<file path="src/rtl/uart_tx_arbiter_pkg.sv">
// Shared types for the UART transmit arbiter: byte type and arbiter FSM states.
package uart_tx_arbiter_pkg;

  typedef logic [7:0] uart_byte_t;

  typedef enum logic [1:0] {
    IDLE,
    LOAD,
    SEND,
    WAIT
  } arb_state_e;

endpackage

</file>
<file path="src/rtl/uart_tx_arbiter_if.sv">
// Requester byte streams plus transmitter handshake shared by the arbiter and its users.
interface uart_tx_arbiter_if #(
  parameter int N_REQ = 4
);
  import uart_tx_arbiter_pkg::*;

  localparam int ID_W = $clog2(N_REQ);

  logic [N_REQ-1:0]   in_req_valid;
  logic [8*N_REQ-1:0] in_req_data;
  logic [N_REQ-1:0]   in_req_last;
  logic [N_REQ-1:0]   out_req_ready;
  logic               in_tx_busy;
  uart_byte_t         out_tx_data;
  logic               out_tx_en;
  logic               out_grant_valid;
  logic [ID_W-1:0]    out_grant_id;
  logic               out_abort;

  modport slave (
    input  in_req_valid, in_req_data, in_req_last, in_tx_busy,
    output out_req_ready, out_tx_data, out_tx_en, out_grant_valid, out_grant_id, out_abort
  );

  modport master (
    output in_req_valid, in_req_data, in_req_last, in_tx_busy,
    input  out_req_ready, out_tx_data, out_tx_en, out_grant_valid, out_grant_id, out_abort
  );

endinterface

</file>
<file path="src/rtl/uart_tx_arbiter_rr_pick.sv">
// Round-robin picker: first requester strictly after 'last', wrapping past N-1 to 0.
module rr_pick #(
  parameter int N = 4
) (
  input  logic [N-1:0]         req,
  input  logic [$clog2(N)-1:0] last,
  output logic                 any,
  output logic [$clog2(N)-1:0] idx
);

  localparam int W = $clog2(N);

  // Scan from the farthest candidate back to the nearest so the nearest one wins.
  always_comb begin
    logic [W-1:0] cand;
    any  = 1'b0;
    idx  = '0;
    cand = '0;
    for (int k = N; k >= 1; k--) begin
      cand = W'((int'(last) + k) % N);
      if (req[cand]) begin
        any = 1'b1;
        idx = cand;
      end
    end
  end

endmodule

</file>
<file path="src/rtl/uart_tx_arbiter.sv">
// Shares one UART transmitter among N_REQ byte-stream requesters, one packet per grant,
// pacing bytes on the transmitter's busy falling edge and aborting stalled packets.
module uart_tx_arbiter
  import uart_tx_arbiter_pkg::*;
#(
  parameter int N_REQ   = 4,
  parameter int MAX_GAP = 1024
) (
  input logic              clk,
  input logic              rst_n,
  uart_tx_arbiter_if.slave bus
);

  localparam int ID_W  = $clog2(N_REQ);
  localparam int GAP_W = $clog2(MAX_GAP + 1);

  arb_state_e       state;
  logic [ID_W-1:0]  grant;
  logic [ID_W-1:0]  last_grant;
  logic             grant_valid;
  logic             busy_old;
  logic [GAP_W-1:0] gap;
  uart_byte_t       byte_reg;
  logic             last_reg;
  logic             tx_en;
  logic             abort;
  logic             pick_any;
  logic [ID_W-1:0]  pick_idx;
  logic             fall;
  uart_byte_t       req_byte;

  rr_pick #(.N(N_REQ)) u_pick (
    .req  (bus.in_req_valid),
    .last (last_grant),
    .any  (pick_any),
    .idx  (pick_idx)
  );

  assign fall     = busy_old & ~bus.in_tx_busy;
  assign req_byte = bus.in_req_data[{grant, 3'b000} +: 8];

  always_comb begin
    bus.out_req_ready = '0;
    if (state == LOAD) begin
      bus.out_req_ready[grant] = 1'b1;
    end
  end

  // byte_reg doubles as the transmitter data output; it is cleared whenever tx_en drops.
  always_ff @(posedge clk) begin
    if (!rst_n) begin
      state       <= IDLE;
      grant       <= '0;
      last_grant  <= ID_W'(N_REQ - 1);
      grant_valid <= 1'b0;
      busy_old    <= 1'b0;
      gap         <= '0;
      byte_reg    <= '0;
      last_reg    <= 1'b0;
      tx_en       <= 1'b0;
      abort       <= 1'b0;
    end else begin
      busy_old <= bus.in_tx_busy;
      abort    <= 1'b0;
      case (state)
        IDLE: begin
          if (pick_any && !bus.in_tx_busy) begin
            grant       <= pick_idx;
            grant_valid <= 1'b1;
            gap         <= '0;
            state       <= LOAD;
          end
        end
        LOAD: begin
          if (bus.in_req_valid[grant]) begin
            byte_reg <= req_byte;
            last_reg <= bus.in_req_last[grant];
            tx_en    <= 1'b1;
            gap      <= '0;
            state    <= SEND;
          end else if (gap == GAP_W'(MAX_GAP - 1)) begin
            abort       <= 1'b1;
            last_grant  <= grant;
            grant       <= '0;
            grant_valid <= 1'b0;
            gap         <= '0;
            state       <= IDLE;
          end else begin
            gap <= gap + 1'b1;
          end
        end
        SEND: begin
          if (bus.in_tx_busy) begin
            tx_en    <= 1'b0;
            byte_reg <= '0;
            state    <= WAIT;
          end
        end
        WAIT: begin
          if (fall) begin
            if (last_reg) begin
              last_grant  <= grant;
              grant       <= '0;
              grant_valid <= 1'b0;
              state       <= IDLE;
            end else begin
              gap   <= '0;
              state <= LOAD;
            end
          end
        end
        default: state <= IDLE;
      endcase
    end
  end

  assign bus.out_tx_en       = tx_en;
  assign bus.out_tx_data     = byte_reg;
  assign bus.out_grant_valid = grant_valid;
  assign bus.out_grant_id    = grant;
  assign bus.out_abort       = abort;

endmodule

</file>
<file path="src/flat_wrapper.sv">
// flat-port wrapper written by rule: the top's interface ports become plain ports
module uart_tx_arbiter_flat import uart_tx_arbiter_pkg::*;
#(
  parameter int N_REQ   = 4,
  parameter int MAX_GAP = 1024
)
  (clk, rst_n, bus_in_req_valid, bus_in_req_data, bus_in_req_last, bus_in_tx_busy, bus_out_req_ready, bus_out_tx_data, bus_out_tx_en, bus_out_grant_valid, bus_out_grant_id, bus_out_abort);
  uart_tx_arbiter_if #(.N_REQ(N_REQ)) bus_i ();
  input logic clk;
  input logic rst_n;
  input wire logic [$bits(bus_i.in_req_valid)-1:0] bus_in_req_valid;
  input wire logic [$bits(bus_i.in_req_data)-1:0] bus_in_req_data;
  input wire logic [$bits(bus_i.in_req_last)-1:0] bus_in_req_last;
  input wire logic [$bits(bus_i.in_tx_busy)-1:0] bus_in_tx_busy;
  output wire logic [$bits(bus_i.out_req_ready)-1:0] bus_out_req_ready;
  output wire logic [$bits(bus_i.out_tx_data)-1:0] bus_out_tx_data;
  output wire logic [$bits(bus_i.out_tx_en)-1:0] bus_out_tx_en;
  output wire logic [$bits(bus_i.out_grant_valid)-1:0] bus_out_grant_valid;
  output wire logic [$bits(bus_i.out_grant_id)-1:0] bus_out_grant_id;
  output wire logic [$bits(bus_i.out_abort)-1:0] bus_out_abort;
  assign bus_i.in_req_valid = bus_in_req_valid;
  assign bus_i.in_req_data = bus_in_req_data;
  assign bus_i.in_req_last = bus_in_req_last;
  assign bus_i.in_tx_busy = bus_in_tx_busy;
  assign bus_out_req_ready = bus_i.out_req_ready;
  assign bus_out_tx_data = bus_i.out_tx_data;
  assign bus_out_tx_en = bus_i.out_tx_en;
  assign bus_out_grant_valid = bus_i.out_grant_valid;
  assign bus_out_grant_id = bus_i.out_grant_id;
  assign bus_out_abort = bus_i.out_abort;
  uart_tx_arbiter #(.N_REQ(N_REQ), .MAX_GAP(MAX_GAP)) u_core (.clk(clk), .rst_n(rst_n), .bus(bus_i));
endmodule
</file>
<file path="config.mk">
export PLATFORM = sky130hd
export DESIGN_NAME = uart_tx_arbiter_flat
export DESIGN_NICKNAME = d
export VERILOG_FILES = /design/src/rtl/uart_tx_arbiter_pkg.sv /design/src/rtl/uart_tx_arbiter_if.sv /design/src/rtl/uart_tx_arbiter_rr_pick.sv /design/src/rtl/uart_tx_arbiter.sv /design/src/flat_wrapper.sv
export SDC_FILE = /design/constraint.sdc
export NUM_CORES = 1
export LEC_CHECK = 0
export CAP_MARGIN = 20
export CORE_UTILIZATION = 35
export CTS_CLUSTER_DIAMETER = 150
export CTS_CLUSTER_SIZE = 24
export DETAILED_ROUTE_END_ITERATION = 6
export PLACE_DENSITY = 0.74
export RECOVER_POWER = 100
export SETUP_SLACK_MARGIN = 0.1
export SLEW_MARGIN = 20
export SYNTH_ARGS = -nofsm -noshare
export SYNTH_HDL_FRONTEND = slang
export SYNTH_SLANG_ARGS = --single-unit
export TNS_END_PERCENT = 100
</file>
<file path="constraint.sdc">
create_clock -name clk -period 1.8 [get_ports clk]
set_clock_uncertainty 0.05 [all_clocks]
set_input_delay 0.36 -clock clk [delete_from_list [all_inputs] [get_ports clk]]
set_output_delay 0.36 -clock clk [all_outputs]
set_load 0.1 [all_outputs]
</file>
==> results, run 1 <==
- For the pin with the worst max-slew slack, the measured transition is 560.9 ps.
- Of the total synthesized cell area, the portion taken by AND, OR, NAND and NOR gates is 19.94%.
- For this run, the number of standard cells in the final layout without fillers is 339.
- The synthesized netlist net count is 220.
- The total count of hold-check failures in the final report was 0.
- The count of pins on the block boundary is 60.
- The combinational family with the most area after synthesis is compound AO/OA/AOI/OAI gates.
- The site row count is 25.
- Once detail routing completed, the nets flagged for antenna violations numbered 0.
- The core region is 4755 µm².
- The critical path capture point type is an output pin.
- After filler insertion, the fill cell instance count of the layout stands at 405.
- In the layout the commonest cells are 37 x sky130_fd_sc_hd__clkdlybuf4s50_1, 23 x sky130_fd_sc_hd__buf_4, 22 x sky130_fd_sc_hd__dfxtp_1.
- The startpoint identified for the worst register-to-register timing path is u_core.bus.out_grant_id[0].
- Of the cells placed in the final design, the portion with a size suffix greater than 1 is 39.71%.
- The floorplan step set the die width to 72.34 µm.
- Based on the critical path, the design can be clocked at up to 539.3 MHz.
- The H-tree was split into 2 levels.
- Once detailed placement completed, the half-perimeter wirelength came to 3830 µm.
- The startpoint of the most critical hold path is u_core.bus.out_tx_data[7].
- In this run the cell area measured after placement is 2804 µm².
- CTS placed an instance of sky130_fd_sc_hd__clkbuf_8 at the clock tree root.
- Counting instances, the worst hold path has a depth of 1.
- The die covers 5233 µm².
- The combined area of all synthesized cells is 1732 µm².
- Measured against the total synthesized area, the mux share comes to 15.90%.
- Final hold analysis gives a worst-case slack of 412.7 ps.
- The share of flip-flops with an asynchronous set or reset after synthesis is 0%.
- After clock tree synthesis, the clock-pin slew on the worst setup and hold paths is 60 ps.
- Summing the areas of all compound-gate instances in the mapped netlist gives 24.57% of the synthesized area.
- Leaving out fill and tap cells, the most frequent cell in the layout is sky130_fd_sc_hd__clkdlybuf4s50_1.
- The final count of pins violating max slew is 0.
- From bottom edge to top edge, the die measures 72.34 µm.
- The quantity of hold-fixing buffers added after cts is 0.
- The dominant synthesized flop cell is sky130_fd_sc_hd__dfxtp_1.
- The diode insertion count for antenna repair is 0.
- The register ranked first by flip-flop count is u_core.gap.
- In this run the deepest clock path goes through 2 buffers.
- The register with the most flip-flops in the layout has 11 of them.
- The per-cell routed wire length is 15.81 µm.
- The number of global-route vias before repair was 1806.
- A synthesized cell averages 9.839 µm².
- In this run the worst hold path is classified as flip-flop to flip-flop.
- The path with the worst hold slack has its endpoint at u_core.bus.out_tx_data[7].
- The part of the cycle the worst path needs is 103.0%.
- The vias after detailed routing is 1809.
- The clock net sink count is 30.
- The synthesized design contains 0 enable-type register cells.
- The routability-driven placement congestion ratio is 0.9203.
- The peak supply drop is 398.8 µV.
- The worst reg2reg path depth is 9.
- The area of all placed cells without fillers is 2912 µm².
- Of all nets on the critical path, the largest fanout is 2.
- The Yosys step of the flow raised 0 warnings.
- The insertion delay of the later-clocked pin in the worst-skew pair is 280 ps.
- The wire length after detailed routing is 5359 µm.
- After detailed placement, the design holds a cell count of 320.
- The analysis attributes to cell leakage a power of 1.137 nW.
- Relative to the synthesized area, the layout overhead comes to 68.14%.
- The data required time of the critical path is 1390 ps.
- The number of antenna violations at the first check in global routing is 0.
- Subtracting the final worst setup slack from the clock period gives 1854 ps.
- Entering global routing, the biggest net connects 25 pins.
- The final reports fail on setup timing.
- The endpoint identified for the worst register-to-register timing path is u_core.gap[7].
- TritonCTS built the clock tree.
- In the global route stage, overall resource usage came out at 20.94%.
- In this run, CTS created clock tree buffers numbering 5.
- Setup repair after global routing could not meet its margin everywhere.
- The first TritonRoute pass finished after 4 iterations.
- The first global-routing pass estimated 8459 µm of wire.
- In the post-route analysis, the smallest setup slack over all paths is -54.28 ps.
- The total of flip-flops plus latches after synthesis is 30.
- In the routed layout, each cell is associated on average with a via count of 5.336.
- The type of the worst setup path is flip-flop to output pin.
- The initial detailed-routing violation count is 75.
- The flow ran to the end, but the final reports show violations.
- The remaining max-slew budget at the tightest pin is 62.76%.
- The power density relative to cell area is 738.9 nW/µm².
- The cell count after synthesis is 176.
- The parity-gate share of the synthesized area counting xor and xnor cells is 0%.
- The number of nets in the final layout is 315.
- STA classifies the critical path startpoint as a flip-flop.
- The number of buffer cells added on primary ports is 59.
- The initial utilization of the core area, before any placement, comes to 36.42%.
- The completed layout was analyzed and its total power is 0.002151 W.
- The data arrival at the endpoint of the critical path is 1440 ps.
- Setup violations remaining at the end of the flow were counted as 2.
- The final routed DRC violation total is 0.
- The number of library cell types mapped by synthesis is 43.
- Global routing finished with a remaining overflow of 0.
- The adder-cell share of the synthesized area is 0.7225%.
- The max-cap check violation count is 0.
- The proportion of synthesized chip area in sequential cells is 34.68%.
- In this run the register-to-register setup slack is 40 ps.
- The total negative setup slack is -106.3 ps.
## worst max path at each step
stage / startpoint / to / cells after the start
floorplan: u_core.bus.out_grant_id[1] / u_core.gap[9] / 7
detailed placement: bus_in_req_valid[3] / u_core.gap[2] / 7
global placement: bus_in_req_valid[3] / u_core.gap[3] / 7
global route: u_core.state[0] / bus_out_req_ready[2] / 4
finish: u_core.state[0] / bus_out_req_ready[0] / 4
CTS: flip-flop / bus_out_req_ready[2] / 4
## stage by stage
step           setup slack [ps]  util (%)
2_1_floorplan            -93.12         -
3_3_place_gp             -234.8     58.97
3_5_place_dp             -296.2     58.97
4_1_cts                  -58.15     63.24
5_1_grt                  -109.9     61.24
6_report                 -54.28     61.24
## cells by family after synthesis
group | count (synthesis)
DFF | 30
muxes | 14
adders and majority gates | 1
buffers and inverters | 14
AOI/OAI and AO/OA | 53
and+or+nand+nor | 64
## Yosys cell counts (3+ instances only)
| library cell | instances | share of area (%) |
|---|---|---|
| sky130_fd_sc_hd__dfxtp_1 | 30 | 35 |
| sky130_fd_sc_hd__nor2_1 | 13 | 2.8 |
| sky130_fd_sc_hd__nand2_1 | 12 | 2.6 |
| sky130_fd_sc_hd__mux4_2 | 9 | 12 |
| sky130_fd_sc_hd__a31oi_1 | 8 | 2.9 |
| sky130_fd_sc_hd__a32o_1 | 8 | 4.6 |
| sky130_fd_sc_hd__nand3_1 | 8 | 2.3 |
| sky130_fd_sc_hd__o21ai_0 | 8 | 2.3 |
| sky130_fd_sc_hd__and3_1 | 7 | 2.5 |
| sky130_fd_sc_hd__o211ai_1 | 7 | 3.0 |
| sky130_fd_sc_hd__nand3b_1 | 5 | 2.2 |
| sky130_fd_sc_hd__nor2b_1 | 5 | 1.8 |
| sky130_fd_sc_hd__a21oi_1 | 4 | 1.2 |
| sky130_fd_sc_hd__buf_2 | 4 | 1.2 |
| sky130_fd_sc_hd__inv_1 | 4 | 0.87 |
| sky130_fd_sc_hd__clkbuf_1 | 3 | 0.65 |
| sky130_fd_sc_hd__o221a_2 | 3 | 2.0 |
| sky130_fd_sc_hd__o311ai_0 | 3 | 1.5 |
| sky130_fd_sc_hd__or2_2 | 3 | 1.1 |
## routing by layer
metal	vias up	GRT usage [%]	routed length, µm
met4	0	4.575	39
met1	846	23.88	2250
met2	77	38.32	2587
met3	5	6.250	482
li1	881	-	-
met5	-	0	0
## area by class of cell
cell class,instances,area [µm²],area share (%)
clock buffer,6,82.58,2.836
inverter,4,15.01,0.5157
multi-input combinational,132,1156,39.71
tap,67,83.83,2.879
timing repair buffer,98,947.2,32.53
clock inverter,2,11.26,0.3868
sequential,30,615.6,21.14
## critical path, stage by stage, from the launching register on
cell	delay, ps
sky130_fd_sc_hd__dfxtp_2	350
sky130_fd_sc_hd__or3b_4	400
sky130_fd_sc_hd__buf_6	140
sky130_fd_sc_hd__nor2_4	90
sky130_fd_sc_hd__buf_12	180
## where the power goes
part | switching, W | internal [W] | leakage (nW)
combinational | 0.000477 | 0.000365 | 0.838
clock | 0.000269 | 0.000308 | 0.0515
sequential | 0.0000294 | 0.000702 | 0.248
## timing repair
item | in CTS | in global routing
gates cloned | 1 | 0
pin swaps | 6 | 10
endpoints found under the setup margin | 17 | 29
setup buffers | 6 | 4
gates resized for setup | 17 | 21
No activity file was read; power rests on OpenSTA's default activity.
==> run 2, diff against run 1 <==
--- a/config.mk
+++ b/config.mk
@@ -10,7 +10,8 @@
 export CTS_CLUSTER_DIAMETER = 150
 export CTS_CLUSTER_SIZE = 24
 export DETAILED_ROUTE_END_ITERATION = 6
-export PLACE_DENSITY = 0.74
+export DONT_BUFFER_PORTS = 1
+export PLACE_DENSITY = 0.58
 export RECOVER_POWER = 100
 export SETUP_SLACK_MARGIN = 0.1
 export SLEW_MARGIN = 20
==> results, run 2 (synthesized netlist as in run 1, its figures left out) <==
- The clock slew at the register clock pins of the worst setup and hold paths is 70 ps (was 60 ps).
- The power density relative to cell area is 895.7 nW/µm² (was 738.9 nW/µm²).
- The part of the cycle the worst path needs is 102.3% (was 103.0%).
- The critical path startpoint category is a flip-flop (unchanged).
- The capturing element of the worst setup path is u_core.last_grant[0] (was bus_out_req_ready[0]).
- The width of the die is 72.34 µm (unchanged).
- The quantity of hold-fixing buffers added after cts was 0 (unchanged).
- The met2 global-route usage is 32.29% (was 38.32%).
- The smallest hold slack is 118.4 ps (was 412.7 ps).
- The busiest layer in global routing is met2 (unchanged).
- The wire length after detailed routing is 4627 µm (was 5359 µm).
- The number of nets in the final layout was 253 (was 315).
- The area of the die was 5233 µm² (unchanged).
- The peak supply drop was 507.7 µV (was 398.8 µV).
- The initial core utilization was 36.42% (unchanged).
- The static leakage came to 0.8443 nW (was 1.137 nW).
- The insertion delay of the later-clocked pin in the worst-skew pair is 280 ps (about the same).
- The buffer levels on the longest clock path came to 2 (unchanged).
- The library cell used as clock root buffer is sky130_fd_sc_hd__clkbuf_8 (unchanged).
- The commonest non-fill, non-tap cell in the layout is sky130_fd_sc_hd__dfxtp_1 (was sky130_fd_sc_hd__clkdlybuf4s50_1).
- The class of the tightest hold or removal check is primary input to flip-flop (was flip-flop to flip-flop).
- The flip-flop count of the largest register, all copies and words added is 11 (unchanged).
- The number of buffers inserted during clock tree synthesis is 5 (unchanged).
- The first-pass GRT wire length is 7155 µm (was 8459 µm).
- The total power is 0.002048 W (was 0.002151 W).
- Commonest cells after routing, fill and taps aside: 25 x sky130_fd_sc_hd__dfxtp_1, 12 x sky130_fd_sc_hd__clkbuf_2, 11 x sky130_fd_sc_hd__nand2_1 (was 37 x sky130_fd_sc_hd__clkdlybuf4s50_1, 23 x sky130_fd_sc_hd__buf_4, 22 x sky130_fd_sc_hd__dfxtp_1).
- The pin count of the biggest net entering global routing is 41 (was 25).
- The worst flop-to-flop path endpoint is u_core.last_grant[0] (was u_core.gap[7]).
- The critical path capture point type is a flip-flop (was output pin).
- The area growth from synthesis to final layout came to 32.01% (was 68.14%).
- The reg2reg setup slack is -40 ps (was 40 ps).
- The total routing usage reported by global routing is 18.01% (was 20.94%).
- The final routed DRC violation total is 0 (unchanged).
- The clock net sink count is 30 (unchanged).
- The worst reg2reg path depth is 7 (was 9).
- The data required time of the critical path came to 1900 ps (was 1390 ps).
- The floorplan die height is 72.34 µm (unchanged).
- The upper clock frequency limit came to 543.2 MHz (was 539.3 MHz).
- The final count of pins violating max slew was 0 (unchanged).
- The worst-margin pin slew came to 562.5 ps (was 560.9 ps).
- The overall overflow remaining after global route came to 0 (unchanged).
- The number of levels the H-tree was split into came to 2 (unchanged).
- The number of nets still failing antenna checks after routing was 0 (unchanged).
- The count of pins on the block boundary was 60 (unchanged).
- The worst-path maximum fanout is 5 (was 2).
- The routability-driven placement congestion ratio was 0.8078 (was 0.9203).
- The number of buffer cells added on primary ports is 0 (was 59).
- The type of the worst setup path was flip-flop to flip-flop (was flip-flop to output pin).
- The met3 usage is 4.306% (was 6.250%).
- Setup repair after global routing missed its margin: yes (unchanged).
- The site row count is 25 (unchanged).
- The area of all placed cells without fillers was 2286 µm² (was 2912 µm²).
- The data arrival at the endpoint of the critical path is 1940 ps (was 1440 ps).
- The per-cell routed wire length is 16.70 µm (was 15.81 µm).
- The remaining max-slew budget at the tightest pin was 62.50% (was 62.76%).
- The initial detailed-routing violation count is 71 (was 75).
- The worst setup timing slack at the placement stage is -75.05 ps (was -296.2 ps).
- The max-cap check violation count is 0 (unchanged).
- The final worst slack is -40.90 ps (was -54.28 ps).
- The reg-to-reg critical path startpoint is u_core.bus.out_grant_id[1] (was u_core.bus.out_grant_id[0]).
- The diode insertion count for antenna repair is 0 (unchanged).
- The placement-stage cell area is 2073 µm² (was 2804 µm²).
- The shortest period the worst path allows is 1841 ps (was 1854 ps).
- The final number of setup-violating endpoints is 3 (was 2).
- The met1 usage came to 20.19% (was 23.88%).
- Violated checks: setup timing (unchanged).
- The total negative setup slack is -91.34 ps (was -106.3 ps).
- The vias after detailed routing is 1591 (was 1809).
- The via density per instance came to 5.744 (was 5.336).
- The number of antenna violations at the first check in global routing is 0 (unchanged).
- The total count of hold-check failures in the final report is 0 (unchanged).
- The number of iterations in the first detailed-routing pass came to 5 (was 4).
- The TritonCTS clock tree is built (unchanged).
- The startpoint of the most critical setup path is u_core.bus.out_grant_id[1] (was u_core.state[0]).
- Outcome: complete, but fails checks (unchanged).
- The area of the core is 4755 µm² (unchanged).
- The ratio of cells with drive above 1 in the final layout was 40.95% (was 39.71%).
- The final HPWL from detailed placement came to 3300 µm (was 3830 µm).
- The register ranked first by flip-flop count is u_core.gap (unchanged).
- The number of global-route vias before repair is 1544 (was 1806).
==> run 2: repair_timing <==
| item | in CTS | in global routing |
|---|---|---|
| endpoints found under the hold margin | 0 | 0 |
| pin swaps | 3 | 18 |
| gates cloned | 0 | 2 |
| resized for setup | 12 | 16 |
| setup buffers | 2 | 5 |
| endpoints found under the setup margin | 15 | 23 |
==> run 2: how the worst min path moves through the flow <==
stage,from,end,depth (start not counted)
2_1_floorplan,u_core.gap[9],u_core.gap[9],1
3_3_place_gp,rst_n,u_core.last_grant[0],1
3_5_place_dp,rst_n,u_core.last_grant[1],1
4_1_cts,rst_n,u_core.last_grant[1],1
5_1_grt,rst_n,u_core.last_grant[1],1
6_report,rst_n,u_core.last_grant[1],1
==> run 2: area by class of cell <==
type | count | area [µm²]
Fill cell | 449 | 2469
Multi-Input combinational cell | 133 | 1165
Sequential cell | 30 | 611.8
Timing Repair Buffer | 35 | 301.5
Tap cell | 67 | 83.83
Clock buffer | 5 | 68.82
Clock inverter | 3 | 40.04
Inverter | 4 | 15.01
==> run 2: worst max-delay path, stage by stage, from the launching register on <==
cell,delay [ps]
sky130_fd_sc_hd__dfxtp_4,370
sky130_fd_sc_hd__mux2_4,320
sky130_fd_sc_hd__buf_6,120
sky130_fd_sc_hd__mux2i_4,190
sky130_fd_sc_hd__clkbuf_1,200
sky130_fd_sc_hd__a31oi_4,140
sky130_fd_sc_hd__o21ai_2,190
sky130_fd_sc_hd__o311ai_2,130
==> run 2: per-stage QoR <==
| step | instances | util [%] |
|---|---|---|
| global placement | 260 | 43.61 |
| global route | 277 | 48.08 |
| floorplan | 176 | - |
| CTS | 270 | 47.00 |
| detailed placement | 260 | 43.61 |
| finish | 277 | 48.08 |
==> run 2: power by group <==
group	switching [W]	leakage, nW	internal [W]
clock	0.000258	0.0579	0.000407
sequential	0.0000235	0.246	0.000702
combinational	0.000429	0.540	0.000229
==> run 2: routing by layer <==
metal | vias to the layer above | wire, µm
met4 | 0 | 72
li1 | 759 | -
met1 | 766 | 1984
met3 | 7 | 262
met5 | - | 0
met2 | 59 | 2307
==> run 3, diff against run 2 <==
--- a/config.mk
+++ b/config.mk
@@ -6,8 +6,9 @@
 export NUM_CORES = 1
 export LEC_CHECK = 0
 export CAP_MARGIN = 20
+export CORE_MARGIN = 2
 export CORE_UTILIZATION = 35
-export CTS_CLUSTER_DIAMETER = 150
+export CTS_CLUSTER_DIAMETER = 120
 export CTS_CLUSTER_SIZE = 24
 export DETAILED_ROUTE_END_ITERATION = 6
 export DONT_BUFFER_PORTS = 1
==> results, run 3 (synthesized netlist as in run 1, its figures left out) <==
- Outcome: complete, but fails checks (unchanged).
- Violated checks: setup timing (unchanged).
- The diode insertion count for antenna repair is 0 (unchanged).
- The area growth from synthesis to final layout was 33.89% (was 32.01%).
- The part of the cycle the worst path needs came to 102.4% (was 102.3%).
- The count of pins on the block boundary came to 60 (unchanged).
- The register ranked first by flip-flop count was u_core.gap (unchanged).
- Cells along the critical path: or3b_4 -> buf_6 -> nor2_4 -> buf_12 (was mux2_4 -> buf_6 -> mux2i_4 -> clkbuf_1 -> a31oi_4 -> o21ai_2 -> o311ai_2).
- Setup repair after global routing missed its margin: yes (unchanged).
- The static leakage is 0.8586 nW (was 0.8443 nW).
- The remaining max-slew budget at the tightest pin came to 63.02% (was 62.50%).
- The number of cells in the finished layout apart from fillers is 276 (was 277).
- The insertion delay of the later-clocked pin in the worst-skew pair came to 280 ps (about the same).
- The clock net sink count was 30 (unchanged).
- The data arrival at the endpoint of the critical path is 1430 ps (was 1940 ps).
- The site row count came to 25 (unchanged).
- The number of buffer cells added on primary ports was 0 (unchanged).
- The first-pass GRT wire length is 7265 µm (was 7155 µm).
- The total count of hold-check failures in the final report came to 0 (unchanged).
- The routability-driven placement congestion ratio is 0.7756 (was 0.8078).
- The net switching power figure is 0.0007115 W (was 0.0007105 W).
- The initial detailed-routing violation count is 62 (was 71).
- The worst-path maximum fanout is 2 (was 5).
- The upper clock frequency limit came to 542.7 MHz (was 543.2 MHz).
- The final HPWL from detailed placement is 3256 µm (was 3300 µm).
- The initial core utilization is 36.42% (unchanged).
- The commonest non-fill, non-tap cell in the layout is sky130_fd_sc_hd__dfxtp_1 (unchanged).
- The via density per instance is 5.880 (was 5.744).
- The placement-stage cell area is 2066 µm² (was 2073 µm²).
- The width of the die is 74.34 µm (was 72.34 µm).
- The part of the total power dissipated in combinational logic was 29.6% (was 32.1%).
- The core utilization of the finished layout came to 48.76% (was 48.08%).
- The shortest period the worst path allows was 1842 ps (was 1841 ps).
- The pin count of the biggest net entering global routing is 41 (unchanged).
- The switching power share of the total is 31.69% (was 34.70%).
- The critical path startpoint category is a flip-flop (unchanged).
- The clock slew at the register clock pins of the worst setup and hold paths is 70 ps (about the same).
- The family of cells with the greatest summed delay on the critical path was simple AND/OR/NAND/NOR gates (was multiplexers).
- The overall overflow remaining after global route is 0 (unchanged).
- The type of the worst setup path is flip-flop to output pin (was flip-flop to flip-flop).
- The critical path buffer and inverter count is 2 (unchanged).
- The final number of setup-violating endpoints is 5 (was 3).
- The final worst slack was -42.48 ps (was -40.90 ps).
- The max-cap check violation count was 0 (unchanged).
- The number of global-route vias before repair is 1534 (was 1544).
- The number of buffers inserted during clock tree synthesis is 5 (unchanged).
- The peak supply drop is 420.3 µV (was 507.7 µV).
- The per-cell routed wire length is 17.10 µm (was 16.70 µm).
- The clock share of power was 38.1% (was 32.5%).
- The final routed DRC violation total was 0 (unchanged).
- The share of power burned in registers is 32.3% (was 35.4%).
- The number of antenna violations at the first check in global routing is 0 (unchanged).
- The flip-flop count of the largest register, all copies and words added is 11 (unchanged).
- The final count of pins violating max slew was 0 (unchanged).
- The area of the die is 5526 µm² (was 5233 µm²).
- The critical path capture point type is an output pin (was flip-flop).
- The wire length after detailed routing is 4720 µm (was 4627 µm).
- The highest cell delay on the worst timing path is 400 ps (was 370 ps).
- The total power is 0.002246 W (was 0.002048 W).
- The number of nets in the final layout is 252 (was 253).
- The quantity of hold-fixing buffers added after cts is 0 (unchanged).
- The library cell used as clock root buffer was sky130_fd_sc_hd__clkbuf_8 (unchanged).
- The vias after detailed routing is 1623 (was 1591).
- The area of all placed cells without fillers is 2318 µm² (was 2286 µm²).
- The data required time of the critical path was 1390 ps (was 1900 ps).
- The class of the tightest hold or removal check is primary input to flip-flop (unchanged).
- The number of nets still failing antenna checks after routing came to 0 (unchanged).
- The number of iterations in the first detailed-routing pass is 7 (was 5).
- The cell total after placement is 259 (was 260).
- The floorplan die height is 74.34 µm (was 72.34 µm).
- The power density relative to cell area was 968.6 nW/µm² (was 895.7 nW/µm²).
- The cell with the biggest individual delay on the critical path was sky130_fd_sc_hd__or3b_4 (was sky130_fd_sc_hd__dfxtp_4).
- The TritonCTS clock tree is built (unchanged).
- The ratio of cells with drive above 1 in the final layout came to 38.76% (was 40.95%).
- Commonest cells after routing, fill and taps aside: 24 x sky130_fd_sc_hd__dfxtp_1, 12 x sky130_fd_sc_hd__clkbuf_2, 11 x sky130_fd_sc_hd__nand2_1 (was 25 x sky130_fd_sc_hd__dfxtp_1, 12 x sky130_fd_sc_hd__clkbuf_2, 11 x sky130_fd_sc_hd__nand2_1).
- The internal power of the cells is 0.001534 W (was 0.001337 W).
- The buffer levels on the longest clock path is 2 (unchanged).
- The total routing usage reported by global routing is 17.40% (was 18.01%).
- The number of levels the H-tree was split into is 2 (unchanged).
- The area of the core is 4755 µm² (unchanged).
- The worst-margin pin slew is 554.7 ps (was 562.5 ps).
==> run 3: changes by cell type in the layout (fill, tap and decap cells not counted), moves of 2 or more <==
cell	change
sky130_fd_sc_hd__buf_12	+2
sky130_fd_sc_hd__clkbuf_4	-2
sky130_fd_sc_hd__clkinv_2	-2
sky130_fd_sc_hd__o21ai_1	+2
==> run 3: power groups by stage <==
stage	Sequential [W]	Combinational [W]	Clock, W
after floorplan	0.000903	0.000340	0
after global placement	0.000738	0.000605	0
after detailed placement	0.000740	0.000615	0
after CTS	0.000725	0.000664	0.000877
after global routing	0.000729	0.000700	0.000904
final	0.000726	0.000664	0.000855
==> run 3: metal layers <==
layer	wire, µm	track usage, %	vias up	part of all wire, %
li1	-	-	752	-
met1	2004	20.08	784	42
met2	2280	30.85	74	48
met3	348	4.201	13	7.4
met4	86	7.143	0	1.8
met5	0	0	-	0
==> run 3: final timing paths <==
kind / from / end / slack, ps / cells after the start
max: flip-flop / bus_out_req_ready[2] / -40 / 4
max reg2reg: u_core.bus.out_grant_id[1] / u_core.gap[9] / -30 / 6
min: rst_n / u_core.last_grant[0] / 110 / 1
min reg2reg: u_core.bus.out_tx_data[0] / u_core.bus.out_tx_data[0] / 420 / 1
==> run 3: through the flow <==
step | setup TNS [ps] | hold WS (ps) | worst slack, ps
floorplan | -723.9 | 400.1 | -93.12
global placement | 0 | 392.9 | 58.28
detailed placement | 0 | 396.0 | 18.34
CTS | -86.70 | 94.86 | -46.17
global route | -574.5 | 93.93 | -81.61
finish | -122.6 | 110.3 | -42.48
==> run 3: worst reg2reg max path: cells and delay by family (launching register included) <==
| kind | cells | cell delay, ps |
|---|---|---|
| compound gates | 4 | 760 |
| buf+inv | 1 | 170 |
| flops | 1 | 380 |
| mux | 1 | 390 |
==> run 3: final cells by class <==
class | count | area [µm²]
timing repair buffer | 35 | 347.8
inverter | 4 | 15.01
clock buffer | 6 | 82.58
tap | 67 | 83.83
clock inverter | 2 | 60.06
multi-input combinational | 132 | 1114
sequential | 30 | 615.6
fill | 447 | 2436
==> run 3: repair_timing <==
| item | 4_1_cts | 5_1_grt |
|---|---|---|
| setup buffers | 4 | 3 |
| endpoints found under the setup margin | 16 | 25 |
| cloned | 2 | 0 |
| resized for setup | 12 | 12 |
| pin swaps | 6 | 12 |
